<file path="src/rtl/clap_sequencer.sv">
// Clap burst sequencer: groups clap-counter changes into bursts, decodes one command per burst, owns the counter clear; define CLAP_LOCKOUT_EN for post-command lockout.
// Latency: command one cycle after the burst closes (gap timeout or MAX_CLAPS); registered outputs, no backpressure.
module clap_sequencer #(
    parameter int unsigned GAP_CYCLES     = 25_000_000,
    parameter int unsigned MAX_CLAPS      = 4,
    parameter int unsigned LOCKOUT_CYCLES = 50_000_000
) (
    input  logic       clk,
    input  logic       rst_n,
    input  logic [3:0] clap_count,
    output logic       counter_clr,
    output logic       cmd_valid,
    output logic [3:0] cmd_code,
    output logic       light_on,
    output logic       busy
);

    localparam int unsigned TMAX = (GAP_CYCLES > LOCKOUT_CYCLES) ? GAP_CYCLES : LOCKOUT_CYCLES;
    localparam int          TW   = (TMAX > 1) ? $clog2(TMAX) : 1;
    localparam logic [TW-1:0] GAP_LAST = TW'(GAP_CYCLES - 1);
    localparam logic [3:0]    MAX_CODE = 4'(MAX_CLAPS);
`ifdef CLAP_LOCKOUT_EN
    localparam logic [TW-1:0] LOCK_LAST = TW'(LOCKOUT_CYCLES - 1);
`endif

    typedef enum logic [1:0] {
        IDLE    = 2'd0,
        COLLECT = 2'd1,
`ifdef CLAP_LOCKOUT_EN
        DECODE  = 2'd2,
        LOCKOUT = 2'd3
`else
        DECODE  = 2'd2
`endif
    } state_t;

    state_t        state_q, state_d;
    logic [TW-1:0] timer_q, timer_d;
    logic [3:0]    prev_count_q, prev_count_d;
    logic          counter_clr_q, counter_clr_d;
    logic          cmd_valid_q, cmd_valid_d;
    logic [3:0]    cmd_code_q, cmd_code_d;
    logic          light_on_q, light_on_d;
    logic          busy_q, busy_d;
    logic          clap_event;

    always_comb begin
        state_d       = state_q;
        timer_d       = timer_q;
        prev_count_d  = clap_count;
        counter_clr_d = counter_clr_q;
        cmd_valid_d   = 1'b0;
        cmd_code_d    = cmd_code_q;
        light_on_d    = light_on_q;
        clap_event    = (clap_count != prev_count_q);

        case (state_q)
            IDLE: begin
                counter_clr_d = 1'b0;
                // The counter is still being cleared on the first cycle after reset.
                if (clap_event && !counter_clr_q) begin
                    state_d = COLLECT;
                    timer_d = '0;
                end
            end
            COLLECT: begin
                if ((clap_count == 4'd0) || (clap_count >= MAX_CODE) ||
                    (!clap_event && (timer_q == GAP_LAST))) begin
                    state_d       = DECODE;
                    timer_d       = '0;
                    cmd_valid_d   = 1'b1;
                    cmd_code_d    = clap_count;
                    counter_clr_d = 1'b1;
                    if (clap_count == 4'd2) begin
                        light_on_d = ~light_on_q;
                    end else if (clap_count == 4'd3) begin
                        light_on_d = 1'b0;
                    end else if (clap_count >= 4'd4) begin
                        light_on_d = 1'b1;
                    end
                end else if (clap_event) begin
                    timer_d = '0;
                end else begin
                    timer_d = timer_q + 1'b1;
                end
            end
            DECODE: begin
                // The counter reads zero next cycle; track that so the clear is not seen as a clap.
                prev_count_d = 4'd0;
                timer_d      = '0;
`ifdef CLAP_LOCKOUT_EN
                state_d       = LOCKOUT;
                counter_clr_d = 1'b1;
`else
                state_d       = IDLE;
                counter_clr_d = 1'b0;
`endif
            end
`ifdef CLAP_LOCKOUT_EN
            LOCKOUT: begin
                prev_count_d  = 4'd0;
                counter_clr_d = 1'b1;
                if (timer_q == LOCK_LAST) begin
                    state_d       = IDLE;
                    counter_clr_d = 1'b0;
                end else begin
                    timer_d = timer_q + 1'b1;
                end
            end
`endif
            default: begin
                state_d = IDLE;
            end
        endcase

        busy_d = (state_d != IDLE);
    end

    always_ff @(posedge clk or negedge rst_n) begin
        if (!rst_n) begin
            state_q       <= IDLE;
            timer_q       <= '0;
            prev_count_q  <= 4'd0;
            counter_clr_q <= 1'b1;
            cmd_valid_q   <= 1'b0;
            cmd_code_q    <= 4'd0;
            light_on_q    <= 1'b0;
            busy_q        <= 1'b0;
        end else begin
            state_q       <= state_d;
            timer_q       <= timer_d;
            prev_count_q  <= prev_count_d;
            counter_clr_q <= counter_clr_d;
            cmd_valid_q   <= cmd_valid_d;
            cmd_code_q    <= cmd_code_d;
            light_on_q    <= light_on_d;
            busy_q        <= busy_d;
        end
    end

    assign counter_clr = counter_clr_q;
    assign cmd_valid   = cmd_valid_q;
    assign cmd_code    = cmd_code_q;
    assign light_on    = light_on_q;
    assign busy        = busy_q;

endmodule

</file>
<file path="config.mk">
export PLATFORM = sky130hd
export DESIGN_NAME = clap_sequencer
export DESIGN_NICKNAME = d
export VERILOG_FILES = /design/src/rtl/clap_sequencer.sv
export SDC_FILE = /design/constraint.sdc
export NUM_CORES = 1
export LEC_CHECK = 0
export CORE_UTILIZATION = 50
export DETAILED_ROUTE_END_ITERATION = 6
export DONT_BUFFER_PORTS = 1
export GPL_TIMING_DRIVEN = 0
export PLACE_DENSITY = 0.76
export SLEW_MARGIN = 20
export SYNTH_ARGS = -nofsm -noshare
export SYNTH_HDL_FRONTEND = slang
export SYNTH_SLANG_ARGS = --single-unit
</file>
<file path="constraint.sdc">
create_clock -name clk -period 2.9 [get_ports clk]
set_clock_uncertainty 0.05 [all_clocks]
set_input_delay 0.58 -clock clk [delete_from_list [all_inputs] [get_ports clk]]
set_output_delay 0.58 -clock clk [all_outputs]
set_load 0.01 [all_outputs]
</file>
### Word level (Yosys, flattened, before mapping)

Index checks and enable logic that the tools add are counted.

* add/sub/neg operators: 1
* $lt $le $gt $ge: 1
* equality and inequality tests: 8
* mux-type cells: 15
* bitwise logic cells: 1
* reduce and logical (&&, ||, !) cells: 17

Operators with widths (number)
* 26-bit two-way mux: 3
* 26-bit one-hot mux with 3 select lines: 1
* 26-bit by 1-bit adder with 26-bit output, second input constant: 1
* 26-bit by 25-bit equality test with 1-bit output, second input constant: 1
* 4-bit by 2-bit equality test with 1-bit output, second input constant: 2
* 1-bit two-way mux: 6
* 2-bit AND reduction: 3
* 3-bit nonzero test: 2
* 4-bit by 3-bit >= comparator with 1-bit output, second input constant: 1
* 4-bit logical NOT: 1
* 2-bit two-way mux: 2
* 4-bit two-way mux: 1
* 2-bit != test, second input constant: 2
* 4-bit != test: 1
* 2-bit one-hot mux with 2 select lines: 1
* 2-bit nonzero test: 2
* 3-bit AND reduction: 1
* 2-bit by 1-bit equality test with 1-bit output, second input constant: 1
* 2-bit equality test, second input constant: 1
* 1-bit logical AND: 2
* 1-bit logical NOT: 2
* 2-bit logical NOT: 1
* 1-bit logical OR: 2
* 1-bit one-hot mux with 2 select lines: 1
* 2 further kinds: 2

* register bits after elaboration: 40
* input port bits: 6
* output and inout bits: 8
* word-level logic and storage cells: 51

### Longest topological paths before layout

Gate-level depths: netlist of the first run.

* depth after elaboration: 7
* gate-level depth with buffers: 8
* mapped depth without buffers: 7

### Worst setup path after synthesis of the first run

Ideal clock, no wire load.

* path type: register to register
* start point: register timer_q[0]
* end point: register timer_q[11]
* setup time: 0.136 ns
* arrival time: 2.046 ns
* data required time: 2.714 ns
* setup slack: 0.667 ns
* cell stages (with the launch flop): 9
* path buffers: 2
* period minus slack after synthesis: 2.233 ns
* path through: dfrtp_1 -> ha_1 -> nand3_1 -> or3_1 -> or3_1 -> buf_2 -> a21oi_4 -> buf_4 -> nor3_1

* cells in the longest elaborated chain, start to end: 5
* elaborated cells between the ends (all ways): 7
* classes of those cells: add/sub: 1; eq/ne: 1; mux: 3; reduce/logical: 2

RTL lines
* start, declared: RTL line 38 `logic [TW-1:0] timer_q, timer_d;`
* start signal, assigned: RTL line 131 `timer_q <= timer_d;`
* branches (longest 3 deep; another with 26-bit by 1-bit adder with 26-bit output)
* 26-bit two-way mux (*): RTL line 67 `if ((clap_count == 4'd0) || (clap_count >= MAX_CODE) ||`
* 26-bit one-hot mux with 3 select lines (*): RTL line 57 `case (state_q)`

Every way passes the cells marked *.
A chain may end at the register's enable or synchronous reset.

### Worst setup path in the final report of the first run

* start point: register timer_q[0]
* end point: register timer_q[19]

The elaborated chain is that of the path after synthesis.

==> metrics, run 1 <==
top cells by area, synth=dfrtp_1, xnor2_1, nand3_1; Pre-antenna DRT Iters=4; Register-to-Register Setup Slack=0.35 ns; share of cells above drive strength 1=11.4%; Comb pwr share=between 30 and 40%; Sum Neg Setup Slack=0 ns; post-route ant nets=0; Root Buffer=clkbuf_8; DIE WIDTH=70.4 um; Final HPWL DP=3.42 mm; PortBufs=0; R2R Path End=timer_q[19]; Initial DRC Count=143; static leakage=approximately 0.9 nW; reg2reg start=timer_q[0]; Critical Path RT=around 3.0 ns; clock-pin slew on the worst setup and hold paths=0.08 ns; Num CTS Buffers=5; #FFs+latches synth=40; clk_lat worst skew=0.30 ns; placed insts=297; RSZ-0062 raised after global routing=false; initial antenna violation count=0; Synth area leader=dfrtp_1; WL final=slightly below 5 mm; die height=70.4 um; post-place instance area=around 0.0024 mm2; final hold viol count=0; final worst path period share=between 80% and 90%; pre-CTS setup slack=0.366 ns; gr ovfl total=0; Post-synth EDFFs=0; first-pass GRT wire length=8.38 mm; count leader, synth=dfrtp_1; pwr/cell area=726 mW/mm2; # Max-Cap Violations=0; ys async rst share=100%; synthesized area=0.00234 mm2; clock sinks=40; final std cells w/o fill=306; Fillers=slightly below 400; Worst slew margin=47.1%; worst-margin pin slew=0.787 ns; Period minus WS final=between 2 and 3 ns; Layout Nets=263; Crit. End Element=flop; Via Count=1,924; syn avg cell area=9.55 um2; Synth-to-Final Area Change=8.40%; vias in the first global route=1,805; cell count of the worst reg-to-reg path=8; P_sw=roughly 0.72 mW; switching share of power=39.1%; GRT Total Usage=about a fifth; Die ar.=0.00496 mm2; crit path kind=reg -> reg; Mapped Cells=245; Antenna Cells=0; final setup fails=0; Syn Nets=around 260; routed len/inst=16.1 um; Final WS setup=0.347 ns; pin count of the biggest net entering global routing=40; most frequent cells after synthesis=dfrtp_1, nand2_1, nand3_1; initial core utilization=between 50% and 60%; top cell type's share of synthesized area=41.7%; Synth cell types=between 50 and 60; via density per instance=6.29; CTS max path bufs=2; Final Slew Violations=0; Core ar.=0.00441 mm2; DRC Markers=0; internal power=1.12 mW; Worst EP arrival=2.67 ns; Post-CTS Resized=0; Placer Congestion=0.821; Top Ports=14; Ys Warns=0; Synth Flop Type=dfrtp_1; Clock power frac=24.9%; critical-path maximum fanout=10; post-route cell area=roughly 0.0025 mm2; H-tree depth=2; CTS tree=built; Seq pwr share=38.4%; Peak supply drop=0.550 mV; # rows=24; status=finished clean; sequential area share after synthesis=42.8%; Hold Crit Class=in -> async; Worst Setup Start Kind=flop; hold slack=0.0632 ns; Max Fclk=0.392 GHz
==> critical path, stage by stage, from the launching register on <==
cell,delay (ns)
dfrtp_1,0.42
ha_1,0.21
nand3_1,0.14
or3_1,0.43
or3_1,0.38
buf_2,0.20
a21oi_4,0.30
buf_4,0.23
nor3_1,0.06
==> power groups by stage <==
stage / registers [mW] / logic (mW) / clock network, mW
floorplan: 0.708 / 0.519 / 0
global placement: 0.718 / 0.649 / 0
detailed placement: 0.719 / 0.653 / 0
CTS: 0.708 / 0.671 / 0.466
global route: 0.716 / 0.756 / 0.481
finish: 0.707 / 0.676 / 0.459
==> cell type report <==
type                            count  area, um2  area share (%)
Multi-Input combinational cell    176       1220            48.0
Sequential cell                    40       1000            39.5
Clock buffer                        5       68.8            2.71
Buffer                             15       67.6            2.66
Tap cell                           52       65.1            2.57
Inverter                           14       52.6            2.07
Clock inverter                      3       42.5            1.68
Timing Repair Buffer                1       20.0           0.789
==> metal layers <==
| metal | wire, um | track usage [%] | vias to the layer above | part of all wire (%) |
|---|---|---|---|---|
| met2 | 2360 | 35.7 | 50 | 48 |
| met5 | 0 | 0 | - | 0 |
| li1 | - | - | 926 | - |
| met3 | 204 | 3.17 | 6 | 4.1 |
| met1 | 2310 | 28.3 | 942 | 47 |
| met4 | 63 | 7.11 | 0 | 1.3 |
==> placed cells by master, fill, tap and decap left out, types with 2 or more instances in the layout <==
master and n:
nand3_1 17, a31oi_1 7, and3_1 2, nor2_1 3, nor4_1 2, or3_1 8, nor2b_1 8, and4_1 4
mux2_2 4, nand4_1 7, buf_2 6, ha_1 4, o22ai_1 7, a2111oi_0 4, o211ai_1 5, o21ai_0 7
o31ai_1 2, dfrtp_1 39, inv_1 14, a2111oi_1 4, nand2_1 18, nor3_1 15, xor2_1 8, a211oi_1 3
xnor2_1 12, clkbuf_8 5, and2_1 2, clkbuf_1 6, buf_1 2
==> how the worst max path moves through the flow <==
stage	cells after the start	end	from	slack (ns)
after detailed placement	8	timer_q[19]	timer_q[0]	0.37
after global routing	8	timer_q[16]	timer_q[0]	0.21
final	8	timer_q[19]	timer_q[0]	0.35
after floorplan	8	timer_q[11]	timer_q[0]	0.67
after CTS	8	timer_q[19]	timer_q[0]	0.35
after global placement	8	timer_q[23]	timer_q[0]	0.38
==> cells by family (layout without fill, tap and decap cells) <==
logic type / after synthesis / in the layout / share of synthesized area, %
compound gates: 51 / 51 / 16.7
buf+inv: 29 / 38 / 5.13
flops: 40 / 40 / 42.8
simple gates: 96 / 96 / 23.4
xor+xnor: 20 / 20 / 7.49
mux: 5 / 5 / 2.35
fa+ha+maj: 4 / 4 / 2.14
==> sequential cells by signal, indices dropped and copies added, names as in the netlist <==
signal        count
cmd_code          4
busy              1
cmd_valid         1
prev_count_q      4
timer_q          26
light_on          1
state_q           2
counter_clr       1
==> stage by stage <==
| step | utilization, % | total power, mW |
|---|---|---|
| after detailed placement | 54.5 | 1.37 |
| after global placement | 54.5 | 1.37 |
| final | 57.5 | 1.84 |
| after global routing | 57.5 | 1.95 |
| after CTS | 57.5 | 1.85 |
| after floorplan | - | 1.23 |
==> timing repair <==
action	CTS	global route
hold endpoints to repair	39	0
hold buffers	1	0
setup buffers	0	0
(Power assumes the default switching activity.)
==> inputs of run 2 (changes only) <==
Settings changed: CELL_PAD_IN_SITES_DETAIL_PLACEMENT set to 1, CELL_PAD_IN_SITES_GLOBAL_PLACEMENT set to 1, CORE_UTILIZATION 50 to 49, PLACE_DENSITY 0.76 to 0.89.
==> run 2 against run 1 <==
Effect of this change:
- the flow now finishes with violations (DRC)
- die area rose by 2.0%
- combinational power up 6.4%
- largest cell class unchanged
- final cell count is the same
- highest routed layer unchanged
- critical path depth unchanged
- first-iteration DRC count down 20%
- global-route usage rose by 6.4 points
- worst hold slack better by 0.00061 ns
- critical endpoint is now timer_q[23]
==> metrics, run 2 (same netlist as run 1, synthesis figures left out) <==
P_sw=0.765 mW (+6.3%); pre-CTS setup slack=0.256 ns (-0.110 ns); CTS max path bufs=2 (unchanged); final setup fails=0 (unchanged); Max Fclk=0.373 GHz (-4.7%); Synth-to-Final Area Change=8.24%; Pre-antenna DRT Iters=7 (+3); Worst EP arrival=2.79 ns (+0.12 ns); Final HPWL DP=4.42 mm (+29%); share of cells above drive strength 1=11.0% (-0.39 points); Worst slew margin=39.2% (-7.8 points); gr ovfl total=0 (unchanged); Top Ports=14 (unchanged); GRT Total Usage=27.8% (+6.4 points); Hold Crit Class=in -> async; via density per instance=6.42 (+2.2%); status=finished, violations left; Period minus WS final=2.68 ns (+0.125 ns); switching share of power=40.5% (+1.4 points); most frequent cells in the layout=dfrtp_1, nand2_1, nand3_1, nor3_1, inv_1; H-tree depth=2 (unchanged); Crit. End Element=flop; clock-pin slew on the worst setup and hold paths=0.08 ns (about the same); DRC Markers=2 (+2); failing checks=DRC; Finished Core Util=56.6% (-0.85 points); die height=71.1 um (+0.99%); first-pass GRT wire length=10.7 mm (+28%); post-route ant nets=0 (unchanged); Core ar.=0.00447 mm2 (+1.4%); Antenna Cells=0 (unchanged); Worst Setup Start Kind=flop; reg2reg start=timer_q[0]; initial antenna violation count=0 (unchanged); final hold viol count=0 (unchanged); Comb pwr share=38.1% (+1.4 points); cell count of the worst reg-to-reg path=8 (unchanged); Register-to-Register Setup Slack=0.22 ns (-0.12 ns); Sum Neg Setup Slack=0 ns (unchanged); Final WS setup=0.222 ns (-0.125 ns); critical-path maximum fanout=10 (unchanged); Crit path top cell by count=or3_1; clk_lat worst skew=0.30 ns (about the same); # rows=24 (unchanged); static leakage=0.921 nW (+0.11%); Final Slew Violations=0 (unchanged); cell chain of the critical path=ha_1 -> nand3_1 -> or3_1 -> or3_1 -> buf_2 -> a21oi_4 -> buf_4 -> nor3_1; crit path kind=reg -> reg; Initial DRC Count=115 (-20%); Placer Congestion=0.846 (+3.1%); Peak supply drop=0.441 mV (-20%); CTS tree=built; Root Buffer=clkbuf_8; routed len/inst=20.5 um (+27%); number of flip-flops under the largest register name=26 (unchanged); internal power=1.12 mW (+0.29%); Layout Nets=263 (unchanged); R2R Path End=timer_q[23]; RSZ-0062 raised after global routing=false; initial core utilization=52.3% (-0.71 points); pin count of the biggest net entering global routing=40 (unchanged); Die ar.=0.00506 mm2 (+2.0%); Biggest register=timer_q; CP max-delay cell=or3_1; WL final=6.29 mm (+27%); Seq pwr share=37.6% (-0.8 points); vias in the first global route=2,175 (+20%); CP peak stage delay=0.45 ns (+0.02 ns); most common cell after layout, fill and taps aside=dfrtp_1; final worst path period share=92.3% (+4.3 points); Num CTS Buffers=5 (unchanged); worst-margin pin slew=0.902 ns (+0.115 ns); Via Count=1,966 (+2.2%); Critical Path RT=3.01 ns (about the same); PortBufs=0 (unchanged); # Max-Cap Violations=0 (unchanged); clock sinks=40 (unchanged); Clock power frac=24.3% (-0.6 points); DIE WIDTH=71.1 um (+0.99%); pwr/cell area=746 mW/mm2 (+2.8%)
[run 2: changes by cell type in the layout (fill, tap and decap cells not counted), sizes merged]
cell / previous run / this run
clkbuf: 11 / 12
clkinvlp: 1 / 0
[run 2: worst max-delay path by stage]
stage | from | end | slack [ns] | cells past startpoint
after floorplan | timer_q[0] | timer_q[11] | 0.67 | 8
final | timer_q[0] | timer_q[23] | 0.22 | 8
after global routing | state_q[0] | timer_q[21] | 0.04 | 7
after detailed placement | clap_count[1] | timer_q[21] | 0.26 | 6
after CTS | state_q[0] | timer_q[21] | 0.24 | 7
after global placement | clap_count[1] | timer_q[21] | 0.30 | 6
[run 2: stage by stage]
stage               std cells  cell area [um2]  hold slack (ns)  total power, mW
global route              306             2530           0.0606             2.00
floorplan                 245             2340            0.234             1.23
CTS                       306             2530           0.0622             1.89
global placement          297             2400            0.235             1.37
detailed placement        297             2400            0.235             1.42
finish                    306             2530           0.0638             1.89
[run 2: timing repair]
action                    4_1_cts  5_1_grt
hold endpoints to repair       39        0
hold buffers                    1        0
buffers inserted                0        0
gates resized for setup         0        0
[run 2: layout make-up]
type / instances / area, um2
clock buffers: 6 / 72.6
repair buffers: 1 / 20.0
inverters: 14 / 52.6
well taps: 52 / 65.1
fillers: 510 / 1940
flip-flops and latches: 40 / 1000
multi-input cells: 176 / 1220
plain buffers: 15 / 67.6
clock inverters: 2 / 35.0
[run 2: layer usage]
metal  share of wire (%)  GRT usage (%)
met3                 1.9           4.84
met2                  53           49.5
met1                  44           33.7
met4                 1.5           10.2
met5                   0              0
[run 2: worst max-delay path: cells and delay by family (launching register included)]
family                   cells  cell delay, ns
AO/OA/AOI/OAI                1            0.28
adder cells (fa/ha/maj)      1            0.23
buffers and inverters        2            0.44
flip-flops                   1            0.44
AND/OR/NAND/NOR              4            1.09
[run 2: power groups by stage]
| stage | Clock (mW) | Combinational, mW | Sequential [mW] |
|---|---|---|---|
| 4_1_cts | 0.463 | 0.718 | 0.712 |
| 3_3_place_gp | 0 | 0.655 | 0.716 |
| 3_5_place_dp | 0 | 0.698 | 0.724 |
| 2_1_floorplan | 0 | 0.519 | 0.708 |
| 5_1_grt | 0.482 | 0.796 | 0.721 |
| 6_report | 0.460 | 0.719 | 0.711 |
==> inputs of run 3 (changes only) <==
Settings changed: HOLD_SLACK_MARGIN set to 0.12.
==> run 3 against run 2 <==
Effect of this change:
- the flow still finishes with violations (DRC)
- setup slack improved by 0.015 ns
- via count grew 0.51%
- sequential power about the same
- cell area is 0.40% higher
- die area stayed put
- clock power fell by 0.9%
- sequential share of layout area is 0.16 points lower
- first-iteration DRC count decreased by 3.5%
- core utilization increased by 0.22 points
==> metrics, run 3 (same netlist as run 1, synthesis figures left out) <==
first-pass GRT wire length=10.7 mm (-0.58%); PortBufs=0 (unchanged); Sum Neg Setup Slack=0 ns (unchanged); clock-pin slew on the worst setup and hold paths=0.08 ns (about the same); number of flip-flops under the largest register name=26 (unchanged); pre-CTS setup slack=0.256 ns (unchanged); final setup fails=0 (unchanged); Peak supply drop=0.443 mV (+0.63%); cell chain of the critical path=ha_1 -> nand3_1 -> or3_1 -> or3_1 -> buf_2 -> a21oi_4 -> buf_4 -> nor3_1; gr ovfl total=0 (unchanged); most common cell after layout, fill and taps aside=dfrtp_1; CTS max path bufs=2 (unchanged); Worst Setup Start Kind=flop; post-route ant nets=0 (unchanged); DIE WIDTH=71.1 um (unchanged); Post-CTS Resized=0 (unchanged); Crit path top cell by count=or3_1; initial antenna violation count=0 (unchanged); Critical Path RT=3.01 ns (about the same); failing checks=DRC; pwr/cell area=744 mW/mm2 (-0.29%); Worst EP arrival=2.77 ns (-0.02 ns); Biggest register=timer_q; clk_lat worst skew=0.30 ns (about the same); Via Count=1,976 (+0.51%); status=finished, violations left; initial core utilization=52.3% (unchanged); share of cells above drive strength 1=11.0% (-0.043 points); post-place instance area=0.00240 mm2 (unchanged); Synth-to-Final Area Change=8.66%; Final HPWL DP=4.42 mm (unchanged); Final WS setup=0.238 ns (+0.0155 ns); CTS tree=built; Die ar.=0.00506 mm2 (unchanged); Top Ports=14 (unchanged); post-route cell area=0.00254 mm2 (+0.40%); routed len/inst=20.1 um (-2.0%); clock sinks=40 (unchanged); GRT Total Usage=27.6% (-0.15 points); Core ar.=0.00447 mm2 (unchanged); Crit. End Element=flop; WL final=6.18 mm (-1.7%); Pre-antenna DRT Iters=7 (unchanged); Placer Congestion=0.846 (unchanged); Initial DRC Count=111 (-3.5%); Max Fclk=0.376 GHz (+0.58%); Antenna Cells=0 (unchanged); DRC Markers=2 (unchanged); crit path kind=reg -> reg; Worst slew margin=40.3% (+1.0 points); die height=71.1 um (unchanged); vias in the first global route=2,170 (-0.23%); most frequent cells in the layout=dfrtp_1, nand2_1, nand3_1, nor3_1, inv_1; static leakage=0.925 nW (+0.45%); Layout Nets=264 (+0.38%); Root Buffer=clkbuf_8; final worst path period share=91.8% (-0.53 points); Hold Crit Class=in -> reg; CP peak stage delay=0.45 ns (about the same); Final Slew Violations=0 (unchanged); Fillers=510 (unchanged); # rows=24 (unchanged); final hold viol count=0 (unchanged); # Max-Cap Violations=0 (unchanged); RSZ-0062 raised after global routing=false; via density per instance=6.44 (+0.18%); CP max-delay cell=or3_1; H-tree depth=2 (unchanged); worst-margin pin slew=0.886 ns (-0.0156 ns); Period minus WS final=2.66 ns (-0.0155 ns); critical-path maximum fanout=10 (unchanged); pin count of the biggest net entering global routing=41 (+2.5%); Num CTS Buffers=5 (unchanged)
run 3: cell types whose count changed in the layout (fill, tap and decap cells not counted):
cell           before  now
dlygate4sd3_1       0    1
run 3: layout make-up:
class                      instances  area (um2)  area share [%]
multi-input combinational        176        1220            47.9
sequential                        40        1000            39.4
clock buffer                       6        72.6            2.85
buffer                            15        67.6            2.66
tap                               52        65.1            2.56
inverter                          14        52.6            2.07
clock inverter                     2        35.0            1.38
timing repair buffer               2        30.0            1.18
run 3: per-stage QoR:
stage	std cells	hold WS (ns)	power [mW]	util, %
after global routing	307	0.368	2.00	56.8
after global placement	297	0.235	1.37	53.7
after detailed placement	297	0.235	1.42	53.7
after CTS	307	0.371	1.89	56.8
final	307	0.376	1.89	56.8
after floorplan	245	0.234	1.23	-
run 3: path summary, 6_finish.rpt:
| kind | slack [ns] | from | cells past startpoint | end |
|---|---|---|---|---|
| setup / recovery | 0.24 | timer_q[0] | 8 | timer_q[23] |
| hold / removal | 0.38 | clap_count[3] | 1 | prev_count_q[3] |
| setup reg to reg | 0.24 | timer_q[0] | 8 | timer_q[23] |
| hold reg to reg | 0.50 | counter_clr | 2 | counter_clr |
| max in group asynchronous | 1.85 | rst_n | 2 | counter_clr |
| min in group asynchronous | 0.68 | rst_n | 2 | timer_q[14] |
run 3: worst max-delay path, delay by kind of cell (launching register included):
kind                     cells  cell delay [ns]
AND/OR/NAND/NOR              4             1.09
buffers and inverters        2             0.44
flip-flops                   1             0.43
AO/OA/AOI/OAI                1             0.28
adder cells (fa/ha/maj)      1             0.23
run 3: power breakdown:
group	internal (mW)	switching (mW)
Combinational	0.234	0.492
Sequential	0.636	0.0749
Clock	0.256	0.200
Total	1.13	0.766
run 3: repair_timing:
| action | 4_1_cts | 5_1_grt |
|---|---|---|
| buffers inserted | 0 | 0 |
| hold buffers | 2 | 0 |
| endpoints found under the hold margin | 40 | 0 |
run 3: per-layer routing:
layer  track usage [%]  wire length, um
met5                 0                0
met4              10.4              110
met3              4.99              128
met2              49.9             3270
met1              32.7             2670
